==> config.mk <==
export PLATFORM = sky130hd
export DESIGN_NAME = exec_regs_dmem_flat
export DESIGN_NICKNAME = d
export VERILOG_FILES = /design/src/rtl/exec_regs_dmem_if.sv /design/src/rtl/exec_regs_dmem.sv /design/src/flat_wrapper.sv
export SDC_FILE = /design/constraint.sdc
export NUM_CORES = 1
export LEC_CHECK = 0
export BUFFER_PORTS_ARGS = -buffer_cell sky130_fd_sc_hd__buf_2
export CORE_AREA = 2 2 139 141
export CTS_BUF_LIST = sky130_fd_sc_hd__clkbuf_8
export CTS_CLUSTER_DIAMETER = 200
export DETAILED_ROUTE_END_ITERATION = 10
export DIE_AREA = 0 0 141 143
export PLACE_DENSITY = 0.87
export SLEW_MARGIN = 20
export SYNTH_ARGS = -nofsm -noshare
export SYNTH_HDL_FRONTEND = slang
export SYNTH_SLANG_ARGS = --single-unit
==> constraint.sdc <==
create_clock -name clk -period 7.3 [get_ports clk]
set_input_delay 0.365 -clock clk [delete_from_list [all_inputs] [get_ports clk]]
set_output_delay 0.365 -clock clk [all_outputs]
set_load 0.02 [all_outputs]
==> src/rtl/exec_regs_dmem_if.sv <==
// Bus between decode/control and the execute/storage slice of the 8-bit datapath.
// The control unit is the master; the datapath slice is the slave.
interface exec_regs_dmem_if;
    logic       reg_write_en;
    logic [2:0] reg_write_dest;
    logic [2:0] reg_read_addr_1;
    logic [2:0] reg_read_addr_2;
    logic [7:0] reg_read_data_1;
    logic [7:0] reg_read_data_2;
    logic       alu_src;
    logic [7:0] imm;
    logic [2:0] alu_control;
    logic [7:0] alu_result;
    logic       zero;
    logic       mem_write;
    logic       mem_read;
    logic [7:0] mem_read_data;
    logic [7:0] reg_write_data;
    logic       mem_to_reg;

    modport master (
        output reg_write_en, reg_write_dest, reg_read_addr_1, reg_read_addr_2,
               alu_src, imm, alu_control, mem_write, mem_read, mem_to_reg,
        input  reg_read_data_1, reg_read_data_2, alu_result, zero,
               mem_read_data, reg_write_data
    );

    modport slave (
        input  reg_write_en, reg_write_dest, reg_read_addr_1, reg_read_addr_2,
               alu_src, imm, alu_control, mem_write, mem_read, mem_to_reg,
        output reg_read_data_1, reg_read_data_2, alu_result, zero,
               mem_read_data, reg_write_data
    );
endinterface

==> src/rtl/exec_regs_dmem.sv <==
// Execute/storage slice: 8x8 register file, 8-bit ALU and data memory.
// All reads and outputs are combinational; register and memory writes commit on the clock edge.
module exec_regs_dmem #(
    parameter int DMEM_DEPTH = 16
) (
    input  logic              clk,
    input  logic              rst,
    exec_regs_dmem_if.slave   bus
);
    localparam int AW = (DMEM_DEPTH > 1) ? $clog2(DMEM_DEPTH) : 1;

    logic [7:0]    regs_q [8];
    logic [7:0]    mem_q  [DMEM_DEPTH];
    logic [7:0]    rd1;
    logic [7:0]    rd2;
    logic [7:0]    alu_b;
    logic [7:0]    alu_res;
    logic [AW-1:0] mem_addr;
    logic [7:0]    mem_rdata;
    logic [7:0]    wb_data;

    assign rd1 = regs_q[bus.reg_read_addr_1];
    assign rd2 = regs_q[bus.reg_read_addr_2];

    always_comb begin
        alu_b   = bus.alu_src ? bus.imm : rd2;
        alu_res = 8'h00;
        case (bus.alu_control)
            3'b000: alu_res = rd1 + alu_b;
            3'b001: alu_res = rd1 - alu_b;
            3'b010: alu_res = ~rd1;
            3'b011: alu_res = (alu_b >= 8'd8) ? 8'h00 : (rd1 << alu_b[2:0]);
            3'b100: alu_res = (alu_b >= 8'd8) ? 8'h00 : (rd1 >> alu_b[2:0]);
            3'b101: alu_res = rd1 & alu_b;
            3'b110: alu_res = rd1 | alu_b;
            3'b111: alu_res = (rd1 < alu_b) ? 8'h01 : 8'h00;
            default: alu_res = 8'h00;
        endcase
    end

    // Upper address bits are dropped, so addresses alias modulo DMEM_DEPTH.
    assign mem_addr  = alu_res[AW-1:0];
    assign mem_rdata = bus.mem_read ? mem_q[mem_addr] : 8'h00;
    assign wb_data   = bus.mem_to_reg ? mem_rdata : alu_res;

    always_ff @(posedge clk or posedge rst) begin
        if (rst) begin
            for (int i = 0; i < 8; i++) regs_q[i] <= 8'h00;
        end else if (bus.reg_write_en) begin
            regs_q[bus.reg_write_dest] <= wb_data;
        end
    end

    always_ff @(posedge clk or posedge rst) begin
        if (rst) begin
            for (int i = 0; i < DMEM_DEPTH; i++) mem_q[i] <= 8'h00;
        end else if (bus.mem_write) begin
            mem_q[mem_addr] <= rd2;
        end
    end

    assign bus.reg_read_data_1 = rd1;
    assign bus.reg_read_data_2 = rd2;
    assign bus.alu_result      = alu_res;
    assign bus.zero            = (alu_res == 8'h00);
    assign bus.mem_read_data   = mem_rdata;
    assign bus.reg_write_data  = wb_data;
endmodule

==> src/flat_wrapper.sv <==
// flat-port wrapper written by rule: the top's interface ports become plain ports
module exec_regs_dmem_flat 
#(
    parameter int DMEM_DEPTH = 16
)
  (clk, rst, bus_reg_write_en, bus_reg_write_dest, bus_reg_read_addr_1, bus_reg_read_addr_2, bus_alu_src, bus_imm, bus_alu_control, bus_mem_write, bus_mem_read, bus_mem_to_reg, bus_reg_read_data_1, bus_reg_read_data_2, bus_alu_result, bus_zero, bus_mem_read_data, bus_reg_write_data);
  exec_regs_dmem_if bus_i ();
  input  logic clk;
  input  logic rst;
  input wire logic [$bits(bus_i.reg_write_en)-1:0] bus_reg_write_en;
  input wire logic [$bits(bus_i.reg_write_dest)-1:0] bus_reg_write_dest;
  input wire logic [$bits(bus_i.reg_read_addr_1)-1:0] bus_reg_read_addr_1;
  input wire logic [$bits(bus_i.reg_read_addr_2)-1:0] bus_reg_read_addr_2;
  input wire logic [$bits(bus_i.alu_src)-1:0] bus_alu_src;
  input wire logic [$bits(bus_i.imm)-1:0] bus_imm;
  input wire logic [$bits(bus_i.alu_control)-1:0] bus_alu_control;
  input wire logic [$bits(bus_i.mem_write)-1:0] bus_mem_write;
  input wire logic [$bits(bus_i.mem_read)-1:0] bus_mem_read;
  input wire logic [$bits(bus_i.mem_to_reg)-1:0] bus_mem_to_reg;
  output wire logic [$bits(bus_i.reg_read_data_1)-1:0] bus_reg_read_data_1;
  output wire logic [$bits(bus_i.reg_read_data_2)-1:0] bus_reg_read_data_2;
  output wire logic [$bits(bus_i.alu_result)-1:0] bus_alu_result;
  output wire logic [$bits(bus_i.zero)-1:0] bus_zero;
  output wire logic [$bits(bus_i.mem_read_data)-1:0] bus_mem_read_data;
  output wire logic [$bits(bus_i.reg_write_data)-1:0] bus_reg_write_data;
  assign bus_i.reg_write_en = bus_reg_write_en;
  assign bus_i.reg_write_dest = bus_reg_write_dest;
  assign bus_i.reg_read_addr_1 = bus_reg_read_addr_1;
  assign bus_i.reg_read_addr_2 = bus_reg_read_addr_2;
  assign bus_i.alu_src = bus_alu_src;
  assign bus_i.imm = bus_imm;
  assign bus_i.alu_control = bus_alu_control;
  assign bus_i.mem_write = bus_mem_write;
  assign bus_i.mem_read = bus_mem_read;
  assign bus_i.mem_to_reg = bus_mem_to_reg;
  assign bus_reg_read_data_1 = bus_i.reg_read_data_1;
  assign bus_reg_read_data_2 = bus_i.reg_read_data_2;
  assign bus_alu_result = bus_i.alu_result;
  assign bus_zero = bus_i.zero;
  assign bus_mem_read_data = bus_i.mem_read_data;
  assign bus_reg_write_data = bus_i.reg_write_data;
  exec_regs_dmem #(.DMEM_DEPTH(DMEM_DEPTH)) u_core (.clk(clk), .rst(rst), .bus(bus_i));
endmodule
Yosys cells after proc, flatten, opt, wreduce, memory -nomap -nowiden
Cells that the tools add are included.

cells by class
  add/sub/neg operators = 2
  bitwise operators = 7
  muxes and demuxes = 22
  reduce and logical (&&, ||, !) cells = 4
  order comparisons = 8
  shift operators = 2
  eq/ne operators = 7

operators with widths
  kind                                                                                 number
  128-bit bitwise mux                                                                  1
  8-bit two-way mux                                                                    13
  64-bit bitwise mux                                                                   1
  8-bit one-hot mux with 8 select lines                                                1
  8-bit binary-select mux with 3-bit select                                            2
  8-bit binary-select mux with 4-bit select                                            1
  8-bit demux with 4-bit select                                                        1
  8-bit demux with 3-bit select                                                        1
  3-bit == test, second input constant                                                 4
  4-bit greater-or-equal comparator, second input constant                             3
  3-bit NOT with 4-bit output                                                          3
  8-bit adder                                                                          1
  8-bit bitwise AND                                                                    1
  8-bit by 4-bit greater-or-equal comparator with 1-bit output, second input constant  1
  8-bit logical NOT                                                                    1
  8-bit less-than comparator                                                           1
  8-bit NOT                                                                            1
  8-bit OR                                                                             1
  8-bit by 3-bit left shift with 8-bit output                                          1
  8-bit by 3-bit right shift with 8-bit output                                         1
  8-bit subtractor                                                                     1
  3-bit by 2-bit == test with 1-bit output, second input constant                      2
  5-bit greater-or-equal comparator, second input constant                             1
  5-bit by 1-bit less-than comparator with 1-bit output, second input constant         1
  6 further kinds                                                                      7

storage, ports and cells
  input bits = 27
  register bits after elaboration = 192
  word-level logic and storage cells = 76

Depth between registers and ports, before layout
Gate-level depths: netlist of run 1.

  depth after elaboration = 15
  depth in mapped cells = 22

Worst setup path after synthesis of run 1
OpenSTA, ideal clock, no wires.

  kind = input-to-output
  start point = input bus_reg_read_addr_2[0]
  end point = output bus_mem_read_data[3]
  stages = 20
  data arrival time = 4.441 ns
  data required time = 6.935 ns
  path slack = 2.494 ns
  cells stage by stage = buf_6 > mux2i_1 > a22o_1 > o41a_1 > buf_2 > clkbuf_1 > ha_1 > a21o_1 > a21oi_1 > nor2b_1 > o31ai_1 > a211o_1 > or4_4 > nand2_2 > inv_2 > buf_6 > buf_6 > o211ai_2 > nand3_1 > a31oi_1

on the way
  cells in the longest elaborated chain, start to end = 13

RTL lines
  item                                                      line                  text
  from (decl)                                               flat_wrapper.sv:13    input wire logic [$bits(bus_i.reg_read_addr_2)-1:0] bus_reg_read_addr_2;
  3-bit NOT with 4-bit output (implied by the code) (*)     exec_regs_dmem.sv:23  assign rd2 = regs_q[bus.reg_read_addr_2];
  8-bit binary-select mux with 3-bit select (*)             exec_regs_dmem.sv:23
  8-bit two-way mux (implied by the code) (*) (2 in a row)  exec_regs_dmem.sv:23
  8-bit two-way mux (*)                                     exec_regs_dmem.sv:26  alu_b = bus.alu_src ? bus.imm : rd2;
  8-bit less-than comparator (tied with other cells)        exec_regs_dmem.sv:36  3'b111: alu_res = (rd1 < alu_b) ? 8'h01 : 8'h00;
  1-bit two-way mux (tied with other cells)                 exec_regs_dmem.sv:36
  8-bit one-hot mux with 8 select lines (*)                 exec_regs_dmem.sv:28  case (bus.alu_control)
  net bus_alu_result[0]                                     flat_wrapper.sv:22    output wire logic [$bits(bus_i.alu_result)-1:0] bus_alu_result;
  4-bit NOT with 5-bit output (implied by the code) (*)     exec_regs_dmem.sv:43  assign mem_rdata = bus.mem_read ? mem_q[mem_addr] : 8'h00;
  8-bit binary-select mux with 4-bit select (*)             exec_regs_dmem.sv:43
  8-bit two-way mux (implied by the code) (*) (2 in a row)  exec_regs_dmem.sv:43
  8-bit two-way mux (*)                                     exec_regs_dmem.sv:43
  to (decl)                                                 flat_wrapper.sv:24    output wire logic [$bits(bus_i.mem_read_data)-1:0] bus_mem_read_data;

The timed path passes the listed nets; every way through them passes the cells marked *. The select of a mux whose other input is x is not followed.

Worst setup path after layout of run 1
  start point = input bus_reg_read_addr_2[0]
  end point = output bus_reg_write_data[1]

on the way
  cells in the longest elaborated chain, start to end = 14

RTL lines
  item                                                      line                  text
  3-bit NOT with 4-bit output (implied by the code) (*)     exec_regs_dmem.sv:23
  8-bit binary-select mux with 3-bit select (*)             exec_regs_dmem.sv:23
  8-bit two-way mux (implied by the code) (*) (2 in a row)  exec_regs_dmem.sv:23
  8-bit two-way mux (*)                                     exec_regs_dmem.sv:26
  8-bit less-than comparator (tied with other cells)        exec_regs_dmem.sv:36
  1-bit two-way mux (tied with other cells)                 exec_regs_dmem.sv:36
  8-bit one-hot mux with 8 select lines (*)                 exec_regs_dmem.sv:28
  4-bit NOT with 5-bit output (implied by the code)         exec_regs_dmem.sv:43
  8-bit binary-select mux with 4-bit select                 exec_regs_dmem.sv:43
  8-bit two-way mux (implied by the code) (2 in a row)      exec_regs_dmem.sv:43
  8-bit two-way mux                                         exec_regs_dmem.sv:43
  8-bit two-way mux (*)                                     exec_regs_dmem.sv:44  assign wb_data = bus.mem_to_reg ? mem_rdata : alu_res;
  to (decl)                                                 flat_wrapper.sv:25    output wire logic [$bits(bus_i.reg_write_data)-1:0] bus_reg_write_data;

Every way passes the cells marked *; elsewhere a longest branch is shown, timed or not. The select of a mux whose other input is x is not followed.

==> results.toml, run 1 <==
[setup_path]
critPathCaptureType = "primary output"
crit_type = "input port to primary output"
crit_fanout = 30
arrival_ps = 6300
start_kind = "input port"
worstPathRequired_ps = 6930

[floorplan]
rows = 50
die_area_mm2 = 0.02016
coreArea_mm2 = 0.01858
die_w_um = 141
die_y_um = 143
initial_core_util_pct = 62.97
num_io_pins = 68

[drt]
viasPerCell = 7.009
drc = 0
wl_per_cell_um = 23.75
dr.pass1.iters = 6
vias = 9574
drt_iter0_markers = 1298
drt-total-wl_um = 32450
postRouteAntennaNets = 0

[synth]
ys_seq_area_share_pct = 41.07
avgSynthCellArea_um2 = 10.78
synth.area.top_cells = "dfrtp_1 (41%), mux2_2 (14%), mux4_2 (8.3%)"
ys.flop_type = "dfrtp_1"
postSynth.asyncResetShare_pct = 100.0
synth.top_cell.area_share_pct = 41.07
yosys.area.top_type = "dfrtp_1"
ys_ff_latch = 192
syn_area_mm2 = 0.01170
yosysUniqueCellTypes = 78
syn-num-nets = 1139
syn_inst = 1085
synth-edff-count = 0
yosys_warnings = 0

[sta]
hold_slack_ps = -1.228
timing_hold_violations_final = 1
tns_ps = 0
setup_viol = 0
tightestPinTransition_ps = 1187
clock-skew-final_ps = 18.11
fmax_ghz = 0.1501
rsz0062_at_grt = "no"
maxSlewHeadroom_pct = 20.55
drv_slew = 0
min_period_over_period_pct = 91.24
period_needed_ps = 6660

[cells_and_area]
drive_gt1_share_pct = 30.12
nNetsFinal = 1173
multi_input_area_mm2 = 0.006375
final_area_mm2 = 0.01249
fill_cells = 1361
n_antenna_cell = 0
area_growth_pct = 6.758
seq_area_mm2 = 0.004805

[hold_path]
hp-class = "input port to asynchronous set/reset pin"

[clocking]
cts_tree = "done"
clock_sinks = 192
post_cts_buffers = 0
clk_path_buf_depth = 2
htreeDepth = 4
clk_latency_ps = 490
cts_buffers = 17
ctsRootBufferMaster = "clkbuf_8"
clkTransAtPathRegs_ps = 110
cts_resized = 0
holdBufCountCts = 0

[global_routing]
grt_max_degree = 110
gr-usage-all-layers_pct = 32.88
grt_overflow = 0
grt_pass1_wl_um = 51060
grt_pass1_vias = 9365
antenna_found_initial = 2

[placed_design]
dp_hpwl_um = 22630
gp_congestion = 0.9477
numPortBuffers = 67
place_area_mm2 = 0.01209

[power_and_ir_drop]
cellPowerDensity_mw_per_mm2 = 343.5
ir_worst_vdd_uv = 240.2
p_leak_nw = 5.426

[outcome]
failed_checks = "hold timing"
status = "finished, violations left"

[job]
max_cap_viol_count = 0
==> through the flow <==
stage,hold slack (ps),util (%),std cells,setup WS (ps),power [mW]
after global placement,482.1,65.09,1334,908.3,3.484
after global routing,55.14,67.23,1366,303.6,4.509
final,-1.228,67.23,1366,639.6,4.290
after detailed placement,490.0,65.09,1334,786.6,3.577
after floorplan,472.3,-,1085,1708,3.057
after CTS,35.56,67.15,1366,732.5,4.251
==> power breakdown <==
part | internal (mW) | switching [mW]
clock network | 0.252 | 0.429
logic | 0.842 | 1.07
registers | 1.44 | 0.258
==> cells in the mapped netlist, types with 3 or more instances <==
master,instances
a31oi_1,64
or3_1,5
o211ai_1,8
buf_2,16
inv_1,36
nand2_1,104
o31ai_1,5
a311o_1,3
nor3_1,8
inv_2,3
a41o_1,7
o21a_1,5
clkinv_1,4
buf_1,3
nor2b_1,10
mux2i_1,27
dfrtp_1,192
o221ai_1,3
o22ai_1,11
xnor2_1,4
o21ai_0,21
a21o_1,4
mux4_2,43
ha_1,25
o21bai_1,3
nand2b_1,9
nand3_1,34
mux2_2,148
nor2_1,104
a211oi_1,20
clkbuf_1,32
buf_4,8
buf_6,10
a22o_1,9
a41oi_1,7
nor3_2,6
nand4_1,11
o31a_1,5
a21oi_1,19
==> flip-flops by register name, indices dropped and copies added (netlist names) <==
signal	count
u_core.mem_q	128
u_core.regs_q	64
==> final timing paths <==
kind	startpoint	to	slack, ps	cells after the start
max in group asynchronous	rst	u_core.mem_q[122]$_DFFE_PP0P_	6120	3
max	bus_reg_read_addr_2[0]	bus_reg_write_data[1]	640	21
max reg2reg	u_core.regs_q[48]$_DFFE_PP0P_	u_core.regs_q[7]$_DFFE_PP0P_	1480	17
min	rst	u_core.mem_q[69]$_DFFE_PP0P_	-1	2
min in group clk	bus_reg_write_dest[2]	u_core.regs_q[11]$_DFFE_PP0P_	270	4
min reg2reg	u_core.mem_q[4]$_DFFE_PP0P_	u_core.mem_q[4]$_DFFE_PP0P_	510	1
==> cell usage in the layout (no fill, tap or decap), types with 4 or more instances in the layout <==
master / synthesis / routed
buf_2: 16 / 67
or3_1: 5 / 5
o21ai_0: 21 / 21
nand3_1: 34 / 34
nand4_1: 11 / 11
nor3_1: 8 / 5
mux2_2: 148 / 148
nand2b_1: 9 / 9
nor2b_1: 10 / 10
o21a_1: 5 / 5
a41o_1: 7 / 7
mux4_2: 43 / 43
a21o_1: 4 / 4
mux2i_1: 27 / 27
inv_6: 0 / 4
a31oi_1: 64 / 64
buf_4: 8 / 16
clkinv_8: 0 / 4
dfrtp_1: 192 / 192
a211oi_1: 20 / 20
inv_1: 36 / 36
a41oi_1: 7 / 7
nand2_1: 104 / 104
nor3_2: 6 / 9
o31ai_1: 5 / 5
o211ai_1: 8 / 8
a22o_1: 9 / 9
o22ai_1: 11 / 11
clkinv_1: 4 / 4
ha_1: 25 / 25
clkbuf_8: 0 / 17
o31a_1: 5 / 5
nor2_2: 0 / 4
nor2_1: 104 / 100
xnor2_1: 4 / 4
a21oi_1: 19 / 19
==> metal layers <==
layer  vias up  GRT usage [%]  routed length, um
met4         2          14.21               1374
li1       4104              -                  -
met2       634          52.22              15290
met5         -              0                 14
met3       128          8.685               3492
met1      4706          43.13              12280
==> kinds of logic after synthesis <==
group | share of synthesized area [%]
AOI/OAI and AO/OA | 13.27
xor gates and xnor gates | 0.4491
adders and majority gates | 3.016
buffers and inverters | 4.663
DFF | 41.07
muxes | 25.37
and+or+nand+nor | 12.17
==> worst max-delay path: stages <==
cell and delay, ps:
buf_2 470, mux2i_1 170, a22o_1 310, o31a_1 280, inv_2 190, ha_1 200
inv_1 60, fa_1 450, a21o_1 190, a21oi_1 220, nor2b_1 90, o31ai_1 280
a211o_1 280, o21a_2 200, nand2_2 210, inv_2 740, mux4_2 620, nand2_1 110
a41o_1 440, nand2_1 180, buf_2 200
==> area by class of cell <==
| class | count | share of cell area [%] |
|---|---|---|
| tap | 234 | 2.344 |
| sequential | 192 | 38.47 |
| clock inverter | 15 | 1.192 |
| clock buffer | 17 | 1.873 |
| timing repair buffer | 84 | 3.736 |
| inverter | 43 | 1.352 |
| multi-input combinational | 781 | 51.04 |
No activity file was read; power rests on OpenSTA's default activity.
==> inputs of run 2 (changes only) <==
- CORE_AREA: 2 2 139 141 -> 2 2 106 184
- DIE_AREA: 0 0 141 143 -> 0 0 108 186
==> results.toml, run 2 (synthesized netlist as in run 1, its figures left out) <==
[placed_design]
numPortBuffers = 67
dp_hpwl_um = 23650
gp_congestion = 0.9664

[clocking]
clk_latency_ps = 500
holdBufCountCts = 0
post_cts_buffers = 0
cts_tree = "done"
htreeDepth = 4
cts_buffers = 17
clock_sinks = 192
clkTransAtPathRegs_ps = 100
ctsRootBufferMaster = "clkbuf_8"
cts_resized = 0
clk_path_buf_depth = 2

[drt]
dr.pass1.iters = 8
drt-total-wl_um = 33040
drt_iter0_markers = 858
vias = 9646
wl_per_cell_um = 24.12
drc = 0
postRouteAntennaNets = 0
viasPerCell = 7.041

[setup_path]
crit_type = "register to primary output"
r2r_cells = 20
reg2reg_slack_ps = 1360
critPathCaptureType = "primary output"
start_kind = "register"
reg2reg_from = "u_core.regs_q[48]$_DFFE_PP0P_"
rr_endpoint = "u_core.regs_q[63]$_DFFE_PP0P_"
worstPathRequired_ps = 6930
crit_fanout = 32
arrival_ps = 6400

[sta]
min_period_over_period_pct = 92.65
tns_ps = 0
timing_hold_violations_final = 5
maxSlewHeadroom_pct = 25.86
drv_slew = 0
clock-skew-final_ps = 25.49
rsz0062_at_grt = "no"
setup_viol = 0
period_needed_ps = 6763
hold_slack_ps = -11.07
fmax_ghz = 0.1479
tightestPinTransition_ps = 1108

[power_and_ir_drop]
p_leak_nw = 5.440
cellPowerDensity_mw_per_mm2 = 344.9
power_mw = 4.317
ir_worst_vdd_uv = 201.0

[cells_and_area]
fill_cells = 1405
nNetsFinal = 1173
final_common_cell = "dfrtp_1"
drive_gt1_share_pct = 30.04
largest_registers = "u_core.mem_q (128), u_core.regs_q (64)"
top_register = "u_core.mem_q"
area_growth_pct = 6.973
n_antenna_cell = 0
largest_reg_flops = 128
layout_common_cells = "dfrtp_1 (192), mux2_2 (148), nand2_1 (104), nor2_1 (100), buf_2 (67)"

[global_routing]
grt_max_degree = 129
grt_pass1_wl_um = 51660
grt_overflow = 0
gr-usage-all-layers_pct = 34.06
antenna_found_initial = 0
grt_pass1_vias = 9716

[floorplan]
rows = 66
coreArea_mm2 = 0.01858
die_w_um = 108
initial_core_util_pct = 62.97
die_y_um = 186
num_io_pins = 68
die_area_mm2 = 0.02009

[job]
max_cap_viol_count = 0

[outcome]
failed_checks = "hold timing"
status = "finished, violations left"

[hold_path]
hp-class = "input port to asynchronous set/reset pin"
==> run 2: stage by stage <==
stage	util, %	hold slack, ps	instance area (um^2)	setup slack [ps]	instances
4_1_cts	67.32	81.61	12510	600.2	1370
5_1_grt	67.36	113.0	12520	182.9	1370
3_5_place_dp	65.16	489.0	12110	698.7	1338
2_1_floorplan	-	472.3	11700	1708	1085
3_3_place_gp	65.12	482.8	12100	925.3	1338
6_report	67.36	-11.07	12520	536.8	1370
==> run 2: metal layers <==
metal  up-vias  track usage [%]  wire length (um)
met5         -                0                 0
met4         0            28.46              3139
met3       211            6.583              2815
met2       654            55.02             15860
met1      4681            38.53             11230
li1       4100                -                 -
==> run 2: cell type report <==
| type | instances | area [um^2] | share of cell area, % |
|---|---|---|---|
| multi-input combinational | 781 | 6381 | 50.98 |
| sequential | 192 | 4805 | 38.39 |
| timing repair buffer | 84 | 462.9 | 3.699 |
| tap | 238 | 297.8 | 2.379 |
| clock buffer | 18 | 247.7 | 1.979 |
| inverter | 43 | 168.9 | 1.350 |
| clock inverter | 14 | 152.6 | 1.220 |
==> run 2: where the power goes <==
group | leakage (nW) | internal (mW) | total, mW | switching, mW
sequential | 2.40 | 1.44 | 1.69 | 0.248
combinational | 2.84 | 0.839 | 1.92 | 1.08
clock | 0.208 | 0.319 | 0.714 | 0.396
total | 5.44 | 2.60 | 4.32 | 1.72
==> run 2: worst max-delay path by stage <==
stage | cells after the start | endpoint | from
CTS | 21 | bus_reg_write_data[7] | u_core.regs_q[48]$_DFFE_PP0P_
finish | 21 | bus_reg_write_data[7] | u_core.regs_q[48]$_DFFE_PP0P_
global placement | 19 | bus_reg_write_data[6] | bus_reg_read_addr_1[1]
global route | 21 | bus_reg_write_data[7] | u_core.regs_q[48]$_DFFE_PP0P_
floorplan | 1 | u_core.mem_q[0]$_DFFE_PP0P_ | rst
detailed placement | 19 | bus_reg_write_data[7] | bus_reg_read_addr_1[1]
==> run 2: critical path, stage by stage (launching register included) <==
cell     delay, ps
dfrtp_1        400
mux2i_1        100
a22o_1         290
o31a_1         250
buf_4          200
inv_2          200
ha_1           210
inv_1           70
fa_1           460
a21o_1         200
a21oi_1        220
nor2b_1         90
o31ai_1        270
a211o_1        250
o21a_2         190
nand2_2        200
inv_2          750
mux4_2         620
nand2_1        130
a41o_1         480
nand2_1        110
buf_2          180
==> inputs of run 3 (changes only) <==
- REMOVE_ABC_BUFFERS: unset -> 1
==> results.toml, run 3 (synthesized netlist as in run 1, its figures left out) <==
[sta]
hold_slack_ps = -11.24
clock-skew-final_ps = 18.80
min_period_over_period_pct = 90.78
tns_ps = 0
tightestPinTransition_ps = 1121
period_needed_ps = 6627
rsz0062_at_grt = "no"
maxSlewHeadroom_pct = 24.83
drv_slew = 0
fmax_ghz = 0.1509
setup_viol = 0
timing_hold_violations_final = 9

[cells_and_area]
fin_cells = 1371
fill_cells = 1423
area_growth_pct = 7.026
largest_registers = "u_core.mem_q (128), u_core.regs_q (64)"
n_antenna_cell = 0
final_util_pct = 67.39
final_common_cell = "dfrtp_1"
nNetsFinal = 1174
largest_reg_flops = 128
top_register = "u_core.mem_q"
layout_common_cells = "dfrtp_1 (192), mux2_2 (148), nand2_1 (104), nor2_1 (99), buf_2 (67)"
drive_gt1_share_pct = 30.36

[placed_design]
dp.cells = 1339
numPortBuffers = 67
dp_hpwl_um = 23770
gp_congestion = 1.037

[clocking]
cts_buffers = 17
htreeDepth = 4
ctsRootBufferMaster = "clkbuf_8"
post_cts_buffers = 0
clock_sinks = 192
holdBufCountCts = 0
clkTransAtPathRegs_ps = 110
cts_tree = "done"
clk_path_buf_depth = 2
cts_resized = 0
clk_latency_ps = 500

[drt]
drt-total-wl_um = 33690
postRouteAntennaNets = 0
vias = 9531
drt_iter0_markers = 863
drc = 0
dr.pass1.iters = 6
viasPerCell = 6.952
wl_per_cell_um = 24.58

[setup_path]
crit_chain = "mux2i_1, a22o_1, o31a_1, buf_4, inv_2, ha_1, inv_1, fa_1, a21o_1, a21oi_1, nor2b_1, o31ai_1, a211o_1, o21a_2, nand2_2, inv_2, buf_12, mux4_2, nand2_1, a41o_1, nand2_1, buf_2"
critical_path.max_stage_delay_ps = 520
reg2reg_slack_ps = 1560
crit_fanout = 26
worstPathRequired_ps = 6930
crit_type = "register to primary output"
arrival_ps = 6260
r2r_cells = 21
slowest_stage = "mux4_2"
critPathCaptureType = "primary output"
reg2reg_from = "u_core.regs_q[48]$_DFFE_PP0P_"
start_kind = "register"
rr_endpoint = "u_core.regs_q[61]$_DFFE_PP0P_"

[power_and_ir_drop]
p_int_mw = 2.544
p_leak_nw = 5.422
ir_worst_vdd_uv = 172.4
clkPwrFrac_pct = 15.6
power.share.sequential_pct = 39.2
p_sw_share_pct = 40.87
comb_power_share_pct = 45.2
switching_power_mw = 1.759
cellPowerDensity_mw_per_mm2 = 343.6

[floorplan]
num_io_pins = 68
die_w_um = 108
die_area_mm2 = 0.02009
coreArea_mm2 = 0.01858
initial_core_util_pct = 62.97
die_y_um = 186
rows = 66

[job]
max_cap_viol_count = 0

[outcome]
status = "finished, violations left"
failed_checks = "hold timing"

[global_routing]
gr-usage-all-layers_pct = 34.80
grt_max_degree = 105
grt_pass1_vias = 9583
grt_overflow = 0
grt_pass1_wl_um = 51720
antenna_found_initial = 0

[hold_path]
hp-class = "input port to asynchronous set/reset pin"
run 3: through the flow:
step                      setup WS [ps]  total power, mW  area [um^2]
final                             672.9            4.303        12520
after global routing              440.6            4.509        12520
after CTS                         730.3            4.261        12500
after detailed placement          913.6            3.590        12120
after global placement             1041            3.502        12120
after floorplan                    1600            2.993        11320
run 3: per-layer routing:
layer | wire length [um] | vias to the layer above | track usage, %
li1 | - | 4108 | -
met1 | 11490 | 4654 | 38.03
met2 | 16660 | 564 | 58.26
met3 | 2402 | 205 | 6.092
met4 | 3139 | 0 | 28.77
met5 | 0 | - | 0
run 3: power by group through the flow:
stage          clock network (mW)  logic, mW  registers [mW]
2_1_floorplan                   0       1.40            1.59
3_3_place_gp                    0       1.84            1.66
3_5_place_dp                    0       1.90            1.69
4_1_cts                     0.673       1.92            1.67
5_1_grt                     0.715       2.08            1.72
6_report                    0.669       1.95            1.69
run 3: area by class of cell:
cell class                      instances  area (um^2)  area share (%)
Sequential cell                       192         4805           38.37
Clock buffer                           18        247.7           1.978
Tap cell                              238        297.8           2.378
Inverter                               43        168.9           1.349
Multi-Input combinational cell        781         6390           51.03
Timing Repair Buffer                   85        486.7           3.887
Clock inverter                         14        126.4           1.009
run 3: worst max-delay path, delay by kind of cell (launching register included):
| family | cells | cell delay, ps |
|---|---|---|
| adder cells (fa/ha/maj) | 2 | 700 |
| AO/OA/AOI/OAI | 8 | 2050 |
| flip-flops | 1 | 400 |
| AND/OR/NAND/NOR | 4 | 610 |
| multiplexers | 2 | 610 |
| buffers and inverters | 6 | 1360 |
run 3: how the worst max path moves through the flow:
stage | from | to | slack [ps] | cells after the start
after global placement | bus_reg_read_addr_1[1] | bus_reg_write_data[0] | 1040 | 20
after global routing | u_core.regs_q[56]$_DFFE_PP0P_ | bus_reg_write_data[0] | 440 | 22
after detailed placement | bus_reg_read_addr_1[1] | bus_reg_write_data[0] | 910 | 20
after floorplan | bus_reg_read_addr_2[0] | bus_mem_read_data[3] | 1600 | 14
after CTS | u_core.regs_q[48]$_DFFE_PP0P_ | bus_reg_write_data[0] | 730 | 22
final | u_core.regs_q[48]$_DFFE_PP0P_ | bus_reg_write_data[0] | 670 | 22
